[config.mk]
export PLATFORM = sky130hd
export DESIGN_NAME = pipefft_twid_seq
export DESIGN_NICKNAME = d
export VERILOG_FILES = /design/src/rtl/pipefft_twid_seq_pkg.sv /design/src/rtl/pipefft_delay_line.sv /design/src/rtl/pipefft_twid_seq.sv
export SDC_FILE = /design/constraint.sdc
export NUM_CORES = 1
export LEC_CHECK = 0
export ABC_AREA = 1
export BUFFER_PORTS_ARGS = -buffer_cell sky130_fd_sc_hd__buf_4
export CAP_MARGIN = 20
export CORE_MARGIN = 2
export CORE_UTILIZATION = 50
export CTS_BUF_LIST = sky130_fd_sc_hd__clkbuf_8
export DETAILED_ROUTE_END_ITERATION = 12
export PLACE_DENSITY_LB_ADDON = 0.05
export SLEW_MARGIN = 15
export SYNTH_ARGS = -nofsm -noshare
export SYNTH_HDL_FRONTEND = slang
export SYNTH_SLANG_ARGS = --single-unit
export TNS_END_PERCENT = 100
[constraint.sdc]
create_clock -name clk -period 2.2 [get_ports clk]
set_input_delay 0.11 -clock clk [delete_from_list [all_inputs] [get_ports clk]]
set_output_delay 0.11 -clock clk [all_outputs]
set_load 0.05 [all_outputs]
[src/rtl/pipefft_twid_seq_pkg.sv]
// Shared definitions for the pipelined FFT twiddle path: default sizes of the
// per-stage twiddle RAM, its read latency, and where re/im sit in a RAM word.
package pipefft_twid_seq_pkg;

  localparam int PF_ADDR_W = 4;   // 16-entry twiddle RAM per stage
  localparam int PF_TW_W   = 64;  // {re, im}, 32 bits each
  localparam int PF_DW     = 32;  // complex sample, re high
  localparam int PF_RD_LAT = 2;   // address register + data register

  // Real part occupies the upper half of the twiddle word.
  function automatic int reMsb(input int twW);
    return twW - 1;
  endfunction

  function automatic int reLsb(input int twW);
    return twW / 2;
  endfunction

  // Imaginary part occupies the lower half of the twiddle word.
  function automatic int imMsb(input int twW);
    return twW / 2 - 1;
  endfunction

  function automatic int imLsb(input int twW);
    return twW - twW;
  endfunction

endpackage

[src/rtl/pipefft_delay_line.sv]
// Valid-qualified shift pipeline. The valid bit always shifts so bubbles
// propagate; payload only moves forward behind a valid, so an idle stage holds
// its last sample.
module pipefft_delay_line
  import pipefft_twid_seq_pkg::*;
#(
  parameter int               WIDTH   = PF_DW,
  parameter int               DEPTH   = PF_RD_LAT,
  parameter logic [WIDTH-1:0] RST_VAL = '0
) (
  input  logic             clk,
  input  logic             nGrst,
  input  logic [WIDTH-1:0] d,
  input  logic             dVld,
  output logic [WIDTH-1:0] q,
  output logic             qVld
);

  logic [DEPTH-1:0]            vld_p;
  logic [DEPTH-1:0][WIDTH-1:0] data_p;

  // Shift valid every clock; advance payload only behind a valid entry.
  always_ff @(posedge clk or negedge nGrst) begin
    if (!nGrst) begin
      vld_p  <= '0;
      data_p <= {DEPTH{RST_VAL}};
    end else begin
      // stage 0: capture the incoming sample
      vld_p[0] <= dVld;
      if (dVld) data_p[0] <= d;
      // stages 1..DEPTH-1: carry it forward
      for (int i = 1; i < DEPTH; i++) begin
        vld_p[i] <= vld_p[i-1];
        if (vld_p[i-1]) data_p[i] <= data_p[i-1];
      end
    end
  end

  assign q    = data_p[DEPTH-1];
  assign qVld = vld_p[DEPTH-1];

endmodule

[src/rtl/pipefft_twid_seq.sv]
// Twiddle read sequencer for one radix-2 SDF stage. Generates the twiddle RAM
// read address from the frame position and stride, and delays the sample and
// its unity flag through the RAM's registered read path so sample, twiddle and
// unity flag leave together.
module pipefft_twid_seq
  import pipefft_twid_seq_pkg::*;
#(
  parameter int ADDR_W = PF_ADDR_W,
  parameter int TW_W   = PF_TW_W,
  parameter int DW     = PF_DW,
  parameter int RD_LAT = PF_RD_LAT
) (
  input  logic                     clk,
  input  logic                     nGrst,
  input  logic [1:0]               stage,
  input  logic                     sync_clr,
  input  logic                     twid_ready,
  input  logic [DW-1:0]            din,
  input  logic                     din_valid,
  output logic [ADDR_W-1:0]        rAddr,
  input  logic [TW_W-1:0]          rD,
  output logic [DW-1:0]            dout,
  output logic signed [TW_W/2-1:0] tw_re,
  output logic signed [TW_W/2-1:0] tw_im,
  output logic                     tw_unity,
  output logic                     dout_valid,
  output logic                     err_notready
);

  localparam int CW     = ADDR_W + 1;
  localparam int RE_MSB = reMsb(TW_W);
  localparam int RE_LSB = reLsb(TW_W);
  localparam int IM_MSB = imMsb(TW_W);
  localparam int IM_LSB = imLsb(TW_W);

  // Second half of a butterfly block: bit (ADDR_W - s) of the frame count.
  function automatic logic halfBit(input logic [CW-1:0] c, input logic [1:0] s);
    return |(c & (CW'(1) << (ADDR_W - int'(s))));
  endfunction

  // Position within the half-block, scaled by the stride 2^s.
  function automatic logic [ADDR_W-1:0] twidAddr(input logic [CW-1:0] c,
                                                 input logic [1:0]    s);
    logic [CW-1:0] mask;
    logic [CW-1:0] j;
    mask = (CW'(1) << (ADDR_W - int'(s))) - CW'(1);
    j    = c & mask;
    return ADDR_W'(j << s);
  endfunction

  logic [CW-1:0]     cnt;
  logic [1:0]        sQ;
  logic [ADDR_W-1:0] addrHold;
  logic [CW-1:0]     cntEff;
  logic              halfB;
  logic              unityIn;
  logic [ADDR_W-1:0] addrNext;
  logic [DW:0]       alignedQ;
  logic signed [TW_W/2-1:0] twReHold;
  logic signed [TW_W/2-1:0] twImHold;

  // Address and unity flag for the sample on din this cycle. At cnt=0 the
  // half bit is 0 for every stride, so the stale sQ never matters there.
  always_comb begin
    cntEff   = sync_clr ? '0 : cnt;
    halfB    = halfBit(cntEff, sQ);
    addrNext = halfB ? twidAddr(cntEff, sQ) : '0;
    unityIn  = ~halfB | ~twid_ready;
    rAddr    = din_valid ? addrNext : addrHold;
  end

  // Frame counter, latched stride, held address and sticky not-ready flag.
  always_ff @(posedge clk or negedge nGrst) begin
    if (!nGrst) begin
      cnt          <= '0;
      sQ           <= '0;
      addrHold     <= '0;
      err_notready <= 1'b0;
    end else if (din_valid) begin
      cnt      <= cntEff + CW'(1);
      addrHold <= addrNext;
      if (cntEff == '0) sQ <= stage;
      if (!twid_ready) err_notready <= 1'b1;
    end else if (sync_clr) begin
      cnt <= '0;
    end
  end

  // p0 -> p(RD_LAT): sample and unity flag ride alongside the RAM read.
  pipefft_delay_line #(
    .WIDTH  (DW + 1),
    .DEPTH  (RD_LAT),
    .RST_VAL({1'b1, {DW{1'b0}}})
  ) u_align (
    .clk  (clk),
    .nGrst(nGrst),
    .d    ({unityIn, din}),
    .dVld (din_valid),
    .q    (alignedQ),
    .qVld (dout_valid)
  );

  assign tw_unity = alignedQ[DW];
  assign dout     = alignedQ[DW-1:0];

  // Stage RD_LAT: RAM data for this sample is on rD now; pass it through while
  // valid and keep the last captured twiddle otherwise.
  always_comb begin
    tw_re = twReHold;
    tw_im = twImHold;
    if (dout_valid) begin
      tw_re = $signed(rD[RE_MSB:RE_LSB]);
      tw_im = $signed(rD[IM_MSB:IM_LSB]);
    end
  end

  // Remember the most recent valid twiddle for idle cycles.
  always_ff @(posedge clk or negedge nGrst) begin
    if (!nGrst) begin
      twReHold <= '0;
      twImHold <= '0;
    end else if (dout_valid) begin
      twReHold <= tw_re;
      twImHold <= tw_im;
    end
  end

endmodule

==> results.toml, run 1 <==
[critical_path]
reg2reg_to = "twReHold[12]"
critPathRequiredTime_ns = 2.09
end_kind = "output port"
cpPeakStageDelay_ns = 0.64
crit_chain = "buf_12 > mux2_4 > buf_4"
crit_arrival_ns = 1.85
r2r_start = "u_align.vld_p[1]"
crit_family = "flip-flops"
cp_num_buf_inv = 2
crit_type = "flop to output port"
reg2reg_slack_ns = 0.71
rr_worst_depth = 2
slowest_stage = "dfrtp_4"
crit_fanout = 22
startpoint_type = "flop"

[synth]
syn_area_um2 = 7260
synth_ff_type = "dfrtp_1"
synth_cell_types = 32
ys_seq_area_frac = 0.496
avgSynthCellArea_um2 = 13.4
syn_nets = 647
ys_warn_count = 0
yosys_register_bits = 144
synth_cells = 542
synth_edf_count = 0
synthArstFlopShare = 1.00

[sta]
period_needed_ns = 1.96
hold_violations = 0
setup_violations = 0
skew_ns = 0.0136
rsz0062_at_grt = "false"
relSlewSlack = 0.724
fin_setup_tns_ns = 0
maxSlewViolCount = 0
setup_slack_ns = 0.236
finalCritPeriodShare = 0.893
fmax_mhz = 509
max_slew.worst_pin.slew_ns = 0.414

[min_path]
hold_class = "primary input to async pin"

[final_layout]
num_antenna_cells = 0
drive_above_1_share = 0.493
final_area_um2 = 10000
syn_to_final_growth_pct = 37.9
final_nets = 927
fillers = 974

[clocking]
cts_num_sinks = 144
clockBufferDepth = 2
cts_tree = "yes"
cts-buffers-inserted = 17
cts-htree-levels = 4
clk_pin_slew_ns = 0.08
root_buffer = "clkbuf_8"
clkLatencyLatePin_ns = 0.45
cts.repair.resized = 0

[power_and_ir_drop]
leakage_nw = 5.13
p_per_area_nw_per_um2 = 731
power_mw = 7.32
vdd_drop_max_v = 0.000537

[drt]
vias = 4844
wl_per_cell_um = 15.6
dr.pass1.iters = 5
avgViaCountPerCell = 4.76
postRouteAntennaNets = 0
postRouteWirelength_um = 15800
drc_errors = 0
drtIter0Drc = 189

[global_route]
grt_max_degree = 59
grt.total_usage = 0.217
grt_pass1_vias = 5316
antenna_found_initial = 0
gr-total-overflow = 0
grt_pass1_wl_um = 27100

[run_status]
status = "finished, final reports clean"

[die]
die-area_um2 = 15500
core_area_um2 = 14400
die_w_um = 125
rows = 44
die_y_um = 125
io_pins = 206
initial_core_util = 0.505

[placement]
dp_hpwl_um = 10100
place_ws_ns = 0.536
gp_congestion = 0.775
placed_area_um2 = 8590
io_buffer_count = 205

[run]
maxCapViolCount = 0
[stage by stage]
step                hold slack [ns]  utilization  std cells
floorplan                    -0.186            -        542
global placement             0.0330        0.598        884
detailed placement           0.0324        0.598        884
CTS                           0.120        0.695       1017
global route                  0.138        0.697       1018
finish                        0.134        0.697       1018
[placed cells by master (no fill, tap or decap), types with 2 or more instances in the layout]
cell	count
inv_6	3
nand2_4	3
inv_2	4
o21ai_0	2
o21ai_1	4
ha_1	2
a21oi_1	2
mux2_1	20
mux2_2	20
dfstp_2	2
buf_4	211
nor2_1	7
nand3_1	4
inv_1	9
xor2_1	3
nand2_1	124
dlygate4sd3_1	102
clkinvlp_4	2
nand2_2	4
clkinv_4	5
nor2_2	2
buf_12	5
clkbuf_8	18
mux2_4	120
dfrtp_1	141
[logic make-up (layout without fill, tap and decap cells)]
family                     after synthesis  in the layout  share of synthesized area
adders and majority gates                2              2                    0.00344
buffers and inverters                   73            365                     0.0903
xor gates and xnor gates                 3              3                    0.00362
DFF                                    144            144                      0.496
AOI/OAI and AO/OA                        9              9                    0.00706
and+or+nand+nor                        151            151                     0.0891
muxes                                  160            160                      0.310
[sequential cells by signal, summed over array words and instances (netlist names)]
name            count
sQ                  2
u_align.vld_p       2
err_notready        1
addrHold            4
twReHold           32
u_align.q          33
cnt                 5
twImHold           32
u_align.data_p     33
[layer usage]
layer,vias up,global-route usage,part of all wire
li1,2323,-,-
met3,13,0.0644,0.047
met1,2371,0.272,0.44
met4,0,0.0562,0.011
met5,-,0,0
met2,137,0.369,0.50
[layout make-up]
class	count	area (um2)	share of cell area
Timing Repair Buffer	320	2740	0.274
Clock buffer	18	248	0.0247
Inverter	14	55.1	0.00550
Sequential cell	144	3610	0.360
Clock inverter	13	131	0.0131
Tap cell	184	230	0.0230
Multi-Input combinational cell	325	3000	0.300
[power breakdown]
part	total, mW	internal, mW	switching [mW]
combinational	2.24	0.982	1.26
sequential	3.09	2.92	0.168
clock	1.99	0.940	1.05
[worst reg2reg max path, stage by stage (launching register included)]
cell and delay, ns:
dfrtp_4 0.64, buf_4 0.40, mux2_4 0.34
[cell usage after synthesis (3+ instances only)]
master,number,area [um2]
buf_12,13,260
buf_4,36,270
buf_6,4,45.0
clkbuf_1,4,15.0
dfrtp_1,142,3550
inv_1,9,33.8
inv_2,4,15.0
mux2_1,20,225
mux2_2,20,225
mux2_4,120,1800
nand2_1,124,465
nand2_2,4,25.0
nand2_4,3,33.8
nand3_1,4,20.0
nor2_1,7,26.3
o21ai_1,4,20.0
xor2_1,3,26.3
[worst max path at each step]
| stage | start | endpoint | cells past startpoint | slack (ns) |
|---|---|---|---|---|
| 3_5_place_dp | u_align.vld_p[1] | tw_im[0] | 3 | 0.54 |
| 2_1_floorplan | u_align.vld_p[1] | tw_im[0] | 3 | 0.64 |
| 3_3_place_gp | u_align.vld_p[1] | tw_im[0] | 3 | 0.55 |
| 5_1_grt | din_valid | rAddr[1] | 8 | 0.11 |
| 4_1_cts | u_align.vld_p[1] | tw_im[0] | 3 | 0.03 |
| 6_report | u_align.vld_p[1] | tw_im[1] | 3 | 0.24 |
[timing repair]
item	CTS	global route
setup buffers	0	1
setup endpoints to repair	0	49
endpoints found under the hold margin	213	0
hold buffers	102	0
(Power assumes the default switching activity.)
==> run 2: changes to the inputs <==
--- a/config.mk
+++ b/config.mk
@@ -16,5 +16,6 @@
 export SLEW_MARGIN = 15
 export SYNTH_ARGS = -nofsm -noshare
 export SYNTH_HDL_FRONTEND = slang
+export SYNTH_HIERARCHICAL = 1
 export SYNTH_SLANG_ARGS = --single-unit
 export TNS_END_PERCENT = 100
==> run 2 against run 1 <==
Net effect:
- global-route usage rose by 0.66 points
- synthesized cell count grew 13%
- power decreased by 2.5%
- fmax fell by 5.3%
- non-clock buffer count decreased by 5
- final cell count increased by 5.2%
- wire length fell by 0.69%
- first-iteration DRC count rose by 9.0%
- sequential share of layout area increased by 1.8 points
- via count up 5.2%
- sequential power barely moved
- worst hold slack better by 0.029 ns
==> results.toml, run 2 <==
[drt]
drtIter0Drc = 206
dr.pass1.iters = 4
avgViaCountPerCell = 4.76
postRouteAntennaNets = 0
vias = 5095
wl_per_cell_um = 14.7
drc_errors = 0
postRouteWirelength_um = 15700

[critical_path]
rr_worst_depth = 2
startpoint_type = "flop"
crit_type = "flop to output port"
cpPeakStageDelay_ns = 0.68
crit_arrival_ns = 1.96
path_depth = 3
crit_family = "flip-flops"
crit_fanout = 38
cp_num_buf_inv = 2
crit_chain = "buf_12 > mux2_2 > buf_4"
reg2reg_to = "twReHold[27]"
critPathRequiredTime_ns = 2.09
r2r_start = "u_align/vld_p[1]"
slowest_stage = "dfrtp_4"
end_kind = "output port"
reg2reg_slack_ns = 0.74

[synth]
ys_seq_area_frac = 0.530
avgSynthCellArea_um2 = 11.1
synth_cells = 611
yosysMostFrequentCell = "nand2_1"
yosys-top-cells-area = "dfrtp_1 52%, mux2_2 21%, nand2_1 12%"
synth_cell_types = 24
ys_warn_count = 6
synth_ff_type = "dfrtp_1"
synth.largest_area_cell = "dfrtp_1"
syn_nets = 716
yosys_register_bits = 144
syn_area_um2 = 6800
synthArstFlopShare = 1.00
synth_top_area_share = 0.523
synth_commonest_cells = "213 x nand2_1, 142 x dfrtp_1, 128 x mux2_2"
synth_edf_count = 0

[clocking]
cts-htree-levels = 4
cts.repair.resized = 0
cts_num_sinks = 144
clkLatencyLatePin_ns = 0.43
root_buffer = "clkbuf_8"
post-cts-setup-buffers = 0
clk_pin_slew_ns = 0.07
clockBufferDepth = 2
cts-buffers-inserted = 17
ctsHoldBuffers = 102
cts_tree = "yes"

[min_path]
hold_class = "primary input to async pin"

[final_layout]
final_common_cell = "nand2_1"
final_nets = 988
syn_to_final_growth_pct = 40.2
final_util = 0.720
final_cell_mix = "213 x nand2_1, 208 x buf_4, 141 x dfrtp_1"
drive_above_1_share = 0.442
multi_input_area_um2 = 2550
fillers = 968
final_area_um2 = 9530
num_antenna_cells = 0
register_area_um2 = 3610

[die]
die-area_um2 = 14500
io_pins = 206
core_area_um2 = 13200
die_y_um = 121
initial_core_util = 0.514
die_w_um = 121
rows = 42

[global_route]
grt_pass1_vias = 5261
gr-total-overflow = 0
antenna_found_initial = 0
grt_max_degree = 71
grt.total_usage = 0.224
grt_pass1_wl_um = 25500

[sta]
max_slew.worst_pin.slew_ns = 0.448
hold_violations = 0
fmax_mhz = 482
setup_violations = 0
finalCritPeriodShare = 0.943
setup_slack_ns = 0.126
rsz0062_at_grt = "false"
skew_ns = 0.00544
maxSlewViolCount = 0
relSlewSlack = 0.701
period_needed_ns = 2.07
fin_setup_tns_ns = 0

[placement]
dp_hpwl_um = 10100
gp_congestion = 0.799
io_buffer_count = 205
placed_area_um2 = 8110
place_ws_ns = 0.595

[run_status]
status = "finished, final reports clean"

[power_and_ir_drop]
leakage_nw = 4.77
p_per_area_nw_per_um2 = 749
vdd_drop_max_v = 0.000561

[run]
maxCapViolCount = 0
## run 2: metrics by stage
step	power [mW]	hold slack [ns]	std cells
global route	7.45	0.185	1071
CTS	7.19	0.169	1071
floorplan	4.44	-0.186	611
finish	7.14	0.162	1071
detailed placement	4.95	0.0671	938
global placement	4.91	0.0618	938
## run 2: routing by layer
layer | part of all wire | GRT usage
met1 | 0.41 | 0.267
met3 | 0.054 | 0.0528
met4 | 0.017 | 0.0836
met2 | 0.52 | 0.392
met5 | 0 | 0
## run 2: worst max-delay path by stage
stage	start	end	slack [ns]
2_1_floorplan	u_align/vld_p[1]	tw_im[0]	0.61
6_report	u_align/vld_p[1]	tw_re[30]	0.13
4_1_cts	u_align/vld_p[1]	tw_re[23]	0.1
3_5_place_dp	u_align/vld_p[1]	tw_im[16]	0.59
5_1_grt	u_align/vld_p[1]	tw_re[30]	0.03
3_3_place_gp	u_align/vld_p[1]	tw_re[23]	0.63
## run 2: worst reg2reg max path: stages, from the launching register on
cell	delay, ns
dfrtp_4	0.68
buf_12	0.27
mux2_2	0.38
## run 2: cells by family after synthesis
logic type,Yosys count,synth area share
simple gates,250,0.151
xor+xnor,3,0.00386
buf+inv,77,0.0940
mux,128,0.212
fa+ha+maj,2,0.00368
flops,144,0.530
compound gates,7,0.00552
## run 2: final cells by class
class / instances / area share
Tap cell: 176 / 0.0231
Clock buffer: 23 / 0.0332
Clock inverter: 8 / 0.00906
Sequential cell: 144 / 0.379
Timing Repair Buffer: 315 / 0.280
Multi-Input combinational cell: 390 / 0.268
Inverter: 15 / 0.00748
## run 2: power breakdown
| part | leakage (nW) | internal [mW] | switching (mW) |
|---|---|---|---|
| Sequential | 1.74 | 2.91 | 0.158 |
| Clock | 0.221 | 1.17 | 0.918 |
| Combinational | 2.81 | 0.793 | 1.19 |
